--- src/rtl/rcpu_pkg.sv ---
// Shared definitions for the RCPU command driver: opcodes, the illegal-op
// sentinel result and the driver FSM state encoding.
package rcpu_pkg;

    localparam logic [2:0]  OP_ADD = 3'b000;
    localparam logic [2:0]  OP_SUB = 3'b001;
    localparam logic [2:0]  OP_AND = 3'b100;
    localparam logic [2:0]  OP_OR  = 3'b110;

    // -200 as a 16-bit two's-complement value; what the core returns for unknown ops
    localparam logic [15:0] ILLEGAL_RESULT = 16'hFF38;

    typedef enum logic [1:0] {
        IDLE,
        ISSUE,
        CAPTURE,
        RESP
    } drv_state_t;

endpackage

--- src/rtl/rcpu_driver_if.sv ---
// Command, core-facing and response signals of the RCPU driver.
// The slave modport is the driver itself; master is the host plus core side.
interface rcpu_driver_if #(
    parameter int WIDTH = 16
);
    logic             cmd_valid;
    logic             cmd_ready;
    logic [2:0]       cmd_op;
    logic [WIDTH-1:0] cmd_a;
    logic [WIDTH-1:0] cmd_b;

    logic [15:0]      cpu_instruction;
    logic [WIDTH-1:0] cpu_operand1;
    logic [WIDTH-1:0] cpu_operand2;
    logic [WIDTH-1:0] cpu_result;
    logic             cpu_zero;

    logic             rsp_valid;
    logic             rsp_ready;
    logic [WIDTH-1:0] rsp_result;
    logic             rsp_zero;
    logic             rsp_illegal;
    logic             rsp_mismatch;

    logic [15:0]      txn_count;
    logic [15:0]      err_count;

    modport slave (
        input  cmd_valid, cmd_op, cmd_a, cmd_b, cpu_result, cpu_zero, rsp_ready,
        output cmd_ready, cpu_instruction, cpu_operand1, cpu_operand2,
               rsp_valid, rsp_result, rsp_zero, rsp_illegal, rsp_mismatch,
               txn_count, err_count
    );

    modport master (
        output cmd_valid, cmd_op, cmd_a, cmd_b, cpu_result, cpu_zero, rsp_ready,
        input  cmd_ready, cpu_instruction, cpu_operand1, cpu_operand2,
               rsp_valid, rsp_result, rsp_zero, rsp_illegal, rsp_mismatch,
               txn_count, err_count
    );
endinterface

--- src/rtl/rcpu_ref_alu.sv ---
// Combinational reference model of the RCPU ALU: expected result, zero flag
// and illegal-opcode indication for a given op and operand pair.
module rcpu_ref_alu
    import rcpu_pkg::*;
#(
    parameter int WIDTH = 16
) (
    input  logic [2:0]       op,
    input  logic [WIDTH-1:0] a,
    input  logic [WIDTH-1:0] b,
    output logic [WIDTH-1:0] result,
    output logic             zero,
    output logic             illegal
);

    always_comb begin
        result  = WIDTH'(ILLEGAL_RESULT);
        illegal = 1'b0;
        case (op)
            OP_ADD:  result = a + b;
            OP_SUB:  result = a - b;
            OP_AND:  result = a & b;
            OP_OR:   result = a | b;
            default: illegal = 1'b1;
        endcase
    end

    assign zero = (result == '0);

endmodule

--- src/rtl/rcpu_driver.sv ---
// Command-side driver for the RCPU core: issues one ALU command, waits out the
// core latency, captures and checks the result, then returns it as a response.
module rcpu_driver
    import rcpu_pkg::*;
#(
    parameter int LATENCY = 3,
    parameter int WIDTH   = 16
) (
    input  logic         clk,
    input  logic         reset,
    rcpu_driver_if.slave bus
);

    localparam int CNT_W = $clog2(LATENCY) + 1;

    drv_state_t       state_reg;
    logic [CNT_W-1:0] hold_reg;
    logic [2:0]       op_reg;
    logic [WIDTH-1:0] a_reg;
    logic [WIDTH-1:0] b_reg;
    logic             cmd_ready_reg;
    logic             rsp_valid_reg;
    logic [WIDTH-1:0] rsp_result_reg;
    logic             rsp_zero_reg;
    logic             rsp_illegal_reg;
    logic             rsp_mismatch_reg;
    logic [15:0]      txn_count_reg;
    logic [15:0]      err_count_reg;

    logic [WIDTH-1:0] ref_result;
    logic             ref_zero;
    logic             ref_illegal;

    // The model looks at the issued command, which is stable throughout CAPTURE
    rcpu_ref_alu #(
        .WIDTH(WIDTH)
    ) u_ref_alu (
        .op     (op_reg),
        .a      (a_reg),
        .b      (b_reg),
        .result (ref_result),
        .zero   (ref_zero),
        .illegal(ref_illegal)
    );

    always_ff @(posedge clk or negedge reset) begin
        if (!reset) begin
            state_reg        <= IDLE;
            hold_reg         <= '0;
            op_reg           <= OP_ADD;
            a_reg            <= '0;
            b_reg            <= '0;
            cmd_ready_reg    <= 1'b1;
            rsp_valid_reg    <= 1'b0;
            rsp_result_reg   <= '0;
            rsp_zero_reg     <= 1'b0;
            rsp_illegal_reg  <= 1'b0;
            rsp_mismatch_reg <= 1'b0;
            txn_count_reg    <= '0;
            err_count_reg    <= '0;
        end else begin
            case (state_reg)
                IDLE: begin
                    if (bus.cmd_valid && cmd_ready_reg) begin
                        op_reg        <= bus.cmd_op;
                        a_reg         <= bus.cmd_a;
                        b_reg         <= bus.cmd_b;
                        hold_reg      <= '0;
                        cmd_ready_reg <= 1'b0;
                        state_reg     <= ISSUE;
                    end
                end
                ISSUE: begin
                    hold_reg <= hold_reg + CNT_W'(1);
                    if (hold_reg == CNT_W'(LATENCY - 1)) begin
                        state_reg <= CAPTURE;
                    end
                end
                CAPTURE: begin
                    rsp_result_reg   <= bus.cpu_result;
                    rsp_zero_reg     <= bus.cpu_zero;
                    rsp_illegal_reg  <= ref_illegal;
                    rsp_mismatch_reg <= (bus.cpu_result != ref_result) ||
                                        (bus.cpu_zero != ref_zero);
                    rsp_valid_reg    <= 1'b1;
                    state_reg        <= RESP;
                end
                RESP: begin
                    if (bus.rsp_ready) begin
                        rsp_valid_reg <= 1'b0;
                        cmd_ready_reg <= 1'b1;
                        if (txn_count_reg != 16'hFFFF) begin
                            txn_count_reg <= txn_count_reg + 16'd1;
                        end
                        if (rsp_mismatch_reg && (err_count_reg != 16'hFFFF)) begin
                            err_count_reg <= err_count_reg + 16'd1;
                        end
                        state_reg <= IDLE;
                    end
                end
                default: state_reg <= IDLE;
            endcase
        end
    end

    assign bus.cmd_ready       = cmd_ready_reg;
    assign bus.cpu_instruction = {13'd0, op_reg};
    assign bus.cpu_operand1    = a_reg;
    assign bus.cpu_operand2    = b_reg;
    assign bus.rsp_valid       = rsp_valid_reg;
    assign bus.rsp_result      = rsp_result_reg;
    assign bus.rsp_zero        = rsp_zero_reg;
    assign bus.rsp_illegal     = rsp_illegal_reg;
    assign bus.rsp_mismatch    = rsp_mismatch_reg;
    assign bus.txn_count       = txn_count_reg;
    assign bus.err_count       = err_count_reg;

endmodule

--- src/flat_wrapper.sv ---
// flat-port wrapper written by rule: the top's interface ports become plain ports
module rcpu_driver_flat import rcpu_pkg::*;
#(
    parameter int LATENCY = 3,
    parameter int WIDTH   = 16
)
  (clk, reset, bus_cmd_valid, bus_cmd_op, bus_cmd_a, bus_cmd_b, bus_cpu_result, bus_cpu_zero, bus_rsp_ready, bus_cmd_ready, bus_cpu_instruction, bus_cpu_operand1, bus_cpu_operand2, bus_rsp_valid, bus_rsp_result, bus_rsp_zero, bus_rsp_illegal, bus_rsp_mismatch, bus_txn_count, bus_err_count);
  rcpu_driver_if #(.WIDTH(WIDTH)) bus_i ();
  input  logic clk;
  input  logic reset;
  input wire logic [$bits(bus_i.cmd_valid)-1:0] bus_cmd_valid;
  input wire logic [$bits(bus_i.cmd_op)-1:0] bus_cmd_op;
  input wire logic [$bits(bus_i.cmd_a)-1:0] bus_cmd_a;
  input wire logic [$bits(bus_i.cmd_b)-1:0] bus_cmd_b;
  input wire logic [$bits(bus_i.cpu_result)-1:0] bus_cpu_result;
  input wire logic [$bits(bus_i.cpu_zero)-1:0] bus_cpu_zero;
  input wire logic [$bits(bus_i.rsp_ready)-1:0] bus_rsp_ready;
  output wire logic [$bits(bus_i.cmd_ready)-1:0] bus_cmd_ready;
  output wire logic [$bits(bus_i.cpu_instruction)-1:0] bus_cpu_instruction;
  output wire logic [$bits(bus_i.cpu_operand1)-1:0] bus_cpu_operand1;
  output wire logic [$bits(bus_i.cpu_operand2)-1:0] bus_cpu_operand2;
  output wire logic [$bits(bus_i.rsp_valid)-1:0] bus_rsp_valid;
  output wire logic [$bits(bus_i.rsp_result)-1:0] bus_rsp_result;
  output wire logic [$bits(bus_i.rsp_zero)-1:0] bus_rsp_zero;
  output wire logic [$bits(bus_i.rsp_illegal)-1:0] bus_rsp_illegal;
  output wire logic [$bits(bus_i.rsp_mismatch)-1:0] bus_rsp_mismatch;
  output wire logic [$bits(bus_i.txn_count)-1:0] bus_txn_count;
  output wire logic [$bits(bus_i.err_count)-1:0] bus_err_count;
  assign bus_i.cmd_valid = bus_cmd_valid;
  assign bus_i.cmd_op = bus_cmd_op;
  assign bus_i.cmd_a = bus_cmd_a;
  assign bus_i.cmd_b = bus_cmd_b;
  assign bus_i.cpu_result = bus_cpu_result;
  assign bus_i.cpu_zero = bus_cpu_zero;
  assign bus_i.rsp_ready = bus_rsp_ready;
  assign bus_cmd_ready = bus_i.cmd_ready;
  assign bus_cpu_instruction = bus_i.cpu_instruction;
  assign bus_cpu_operand1 = bus_i.cpu_operand1;
  assign bus_cpu_operand2 = bus_i.cpu_operand2;
  assign bus_rsp_valid = bus_i.rsp_valid;
  assign bus_rsp_result = bus_i.rsp_result;
  assign bus_rsp_zero = bus_i.rsp_zero;
  assign bus_rsp_illegal = bus_i.rsp_illegal;
  assign bus_rsp_mismatch = bus_i.rsp_mismatch;
  assign bus_txn_count = bus_i.txn_count;
  assign bus_err_count = bus_i.err_count;
  rcpu_driver #(.LATENCY(LATENCY), .WIDTH(WIDTH)) u_core (.clk(clk), .reset(reset), .bus(bus_i));
endmodule
--- config.mk ---
export PLATFORM = sky130hd
export DESIGN_NAME = rcpu_driver_flat
export DESIGN_NICKNAME = d
export VERILOG_FILES = /design/src/rtl/rcpu_pkg.sv /design/src/rtl/rcpu_driver_if.sv /design/src/rtl/rcpu_ref_alu.sv /design/src/rtl/rcpu_driver.sv /design/src/flat_wrapper.sv
export SDC_FILE = /design/constraint.sdc
export NUM_CORES = 1
export LEC_CHECK = 0
export CORE_MARGIN = 8
export CORE_UTILIZATION = 40
export CTS_BUF_LIST = sky130_fd_sc_hd__clkbuf_4
export CTS_CLUSTER_SIZE = 12
export DETAILED_ROUTE_END_ITERATION = 10
export GPL_ROUTABILITY_DRIVEN = 0
export GPL_TIMING_DRIVEN = 0
export PLACE_DENSITY = 0.67
export SYNTH_ARGS = -nofsm -noshare
export SYNTH_HDL_FRONTEND = slang
export SYNTH_SLANG_ARGS = --single-unit
--- constraint.sdc ---
create_clock -name clk -period 5.05 [get_ports clk]
set_clock_uncertainty 0.15 [all_clocks]
set_input_delay 1.01 -clock clk [delete_from_list [all_inputs] [get_ports clk]]
set_output_delay 1.01 -clock clk [all_outputs]
set_load 0.01 [all_outputs]
==> metrics.md <==
| Metric | Value |
|---|---|
| Outcome | `complete, no violations` |
| WL/cell | `18.5 um` |
| Initial antenna violation count | `1` |
| Post-synthesis instance total | `584` |
| Crit path top cell by count | `a2111oi_2` |
| Area Overhead vs Synth | `31.5%` |
| Clock Latency Late Sink | `460 ps` |
| Die Y | `138 um` |
| Final hold vios | `0` |
| Type of origin of the critical path | `flip-flop` |
| R2r endpoint | `u_core.bus.rsp_mismatch` |
| Syn Area/Cell | `10.3 um2` |
| Largest net degree at the start of global routing | `53` |
| FF-to-FF Start | `u_core.op_reg[1]` |
| Port bufs | `143` |
| Buf/Inv on CP | `3` |
| Pwr/cell area | `158 nW/um2` |
| Vias | `5149` |
| Actual slew at the worst max-slew pin | `661 ps` |
| Worst hold stages | `1` |
| Power, Total | `0.00124 W` |
| Yosys warns | `0` |
| Hold Crit Start | `u_core.bus.err_count[9]` |
| Via/cell ratio | `5.47` |
| #FFs+latches synth | `93` |
| # clock sinks | `93` |
| Htree depth | `3` |
| Fin Hold WS | `355 ps` |
| Die width | `138 um` |
| Reg2Reg Setup Slack | `210 ps` |
| # Max-Cap Violations | `0` |
| Post-route DRC violation count | `0` |
| First-pass DRT Iterations | `5` |
| Slowest cell on the critical path | `fa_1` |
| Fin nets | `835` |
| TritonCTS Buffers | `9` |
| Clock Pin Slew Worst Setup and Hold Paths | `150 ps` |
| Final period utilization | `0.959` |
| Std-Cell Rows | `44` |
| Max clock buf depth | `2` |
| Register area share after synthesis | `0.388` |
| Synth cell types | `80` |
| Initial DRC count | `299` |
| RSZ-0062 raised after global routing | `no` |
| Core footprint | `14600 um2` |
| Leakage | `3.50 nW` |
| Max stage delay on crit path | `470 ps` |
| Synth Flop Type | `dfrtp_1` |
| Hold endpoint | `u_core.bus.err_count[9]` |
| Post-synth EDFFs | `0` |
| Slew HR | `0.559` |
| Async SR Flop Fraction | `1.00` |
| Initial core utilization | `0.411` |
| Maximum vdd drop | `0.134 mV` |
| Max Clock Freq | `207 MHz` |
| WP data arrival | `5030 ps` |
| Crit-path cells | `buf_6 -> nor2_8 -> buf_4 -> nand2_1 -> buf_2 -> nor2_1 -> a21oi_1 -> fa_1 -> a211o_1 -> a211o_4 -> a2111oi_2 -> nor3_1 -> a2111oi_2 -> nand4b_1 -> o31a_2 -> o41ai_1 -> a31oi_1` |
| GR Util met2 | `0.289` |
| Setup CP Type | `flip-flop to flip-flop` |
| CTS tree | `built` |
| Cell family with most CP delay | `compound AO/OA/AOI/OAI gates` |
| Min cycle time layout | `4840 ps` |
| Share of cells above drive strength 1 | `0.160` |
| Die ar. | `19200 um2` |
| Crit Path Max Fanout | `10` |
| Post-CTS Hold Buffers | `0` |
| Max Transition Viols Final | `0` |
| M1 GR Usage | `0.219` |
| GRT overflow | `0` |
| GR peak layer | `met2` |
| Min-Delay Path Class | `flip-flop to flip-flop` |
| CP endpoint kind | `flip-flop` |
| DRT antenna net count | `0` |
| Root buffer cell | `clkbuf_4` |
| Hpwl dp | `13900 um` |
| Final setup viols | `0` |
| M3 GR Usage | `0.0579` |
| Mapped Area | `6000 um2` |
| Cells on worst reg2reg path | `17` |
| Vias in the first global route | `5118` |
| GRT Total Usage | `0.177` |
| Ports | `157` |
| First-pass GRT wire length | `27800 um` |
| Worst EP required | `5230 ps` |
| Total Wirelength | `17400 um` |
==> per-stage QoR <==
| step | worst slack (ps) | TNS, ps | cell area, um2 | util | std cells |
|---|---|---|---|---|---|
| 2_1_floorplan | 615 | 0 | 6040 | - | 596 |
| 5_1_grt | 10.8 | 0 | 7890 | 0.541 | 941 |
| 6_report | 208 | 0 | 7890 | 0.541 | 941 |
| 3_3_place_gp | -523 | -47140 | 7700 | 0.528 | 923 |
| 4_1_cts | 70.7 | 0 | 7870 | 0.539 | 940 |
| 3_5_place_dp | -176 | -176 | 7730 | 0.530 | 924 |
==> logic make-up after synthesis <==
| family | count (synthesis) | synth area share |
|---|---|---|
| compound gates | 114 | 0.139 |
| xor+xnor | 59 | 0.0862 |
| fa+ha+maj | 38 | 0.0768 |
| buf+inv | 45 | 0.0415 |
| flops | 93 | 0.388 |
| mux | 58 | 0.108 |
| other cells | 1 | 0.000625 |
| simple gates | 176 | 0.160 |
==> cell type report <==
cell class | count | area [um2]
multi-input cells | 458 | 3480
diodes | 1 | 2.50
clock buffers | 10 | 75.1
plain buffers | 32 | 205
fillers | 1327 | 6700
clock inverters | 6 | 61.3
repair buffers | 144 | 1460
well taps | 184 | 230
inverters | 13 | 48.8
flip-flops and latches | 93 | 2330
==> worst max path at each step <==
stage / from / end / slack (ps) / depth (start not counted)
global route: u_core.op_reg[1] / u_core.bus.rsp_mismatch / 10 / 17
floorplan: u_core.op_reg[1] / u_core.bus.rsp_mismatch / 620 / 17
detailed placement: u_core.op_reg[1] / u_core.bus.rsp_mismatch / -180 / 17
finish: u_core.op_reg[1] / u_core.bus.rsp_mismatch / 210 / 17
global placement: reset / u_core.bus.err_count[9] / -520 / 1
CTS: u_core.op_reg[1] / u_core.bus.rsp_mismatch / 70 / 17
==> repair_timing <==
item                                    CTS  global route
resized for setup                         2             5
gates cloned                              0             0
endpoints found under the setup margin    1             1
setup buffers                             0             0
==> synthesized netlist by cell type (3+ instances only) <==
cell	number	area [um2]
a211o_1	5	43.8
a211oi_1	5	37.5
a21o_1	5	37.5
a21oi_1	24	120
a22oi_2	3	37.5
and2_1	4	25.0
and3_1	9	56.3
and4_1	4	35.0
buf_4	13	97.6
buf_6	4	45.0
clkbuf_1	12	45.0
dfrtp_1	92	2300
ha_1	27	338
inv_1	13	48.8
maj3_1	8	80.1
mux2_2	53	597
mux2i_1	5	50.1
nand2_1	47	176
nand2b_1	3	18.8
nand3_1	15	75.1
nand4_1	12	75.1
nand4b_1	3	26.3
nor2_1	36	135
nor3_1	9	45.0
nor4_1	3	18.8
o21a_1	5	37.5
o21ai_0	19	95.1
o21ai_1	5	25.0
o22ai_1	3	18.8
o31ai_1	5	37.5
o41ai_1	4	35.0
or3_1	7	43.8
or4_1	5	37.5
xnor2_1	31	272
xor2_1	28	245
==> cell usage in the layout (no fill, tap or decap), types with 13 or more instances in the layout <==
cell type and n:
buf_4 15, nor2_1 36, a21oi_1 24, o21ai_0 19, inv_1 13, xor2_1 28
dfrtp_1 92, ha_1 27, mux2_2 53, nand3_1 15, conb_1 13, xnor2_1 31
nand2_1 47, clkdlybuf4s50_1 142
==> per-layer routing <==
metal | vias to the layer above | share of wire | routed length, um
li1 | 2447 | - | -
met4 | 0 | 0.013 | 229
met5 | - | 0 | 0
met1 | 2501 | 0.42 | 7290
met3 | 18 | 0.083 | 1440
met2 | 183 | 0.48 | 8410
==> power by group <==
part           internal, W  leakage [nW]   total, W  switching [W]
registers         0.000745          1.29   0.000745              0
clock network     0.000156        0.0782   0.000411       0.000255
logic            0.0000509          2.14  0.0000873      0.0000363
total             0.000952          3.50    0.00124       0.000291
Note: power is estimated with default switching activity, not from simulation.
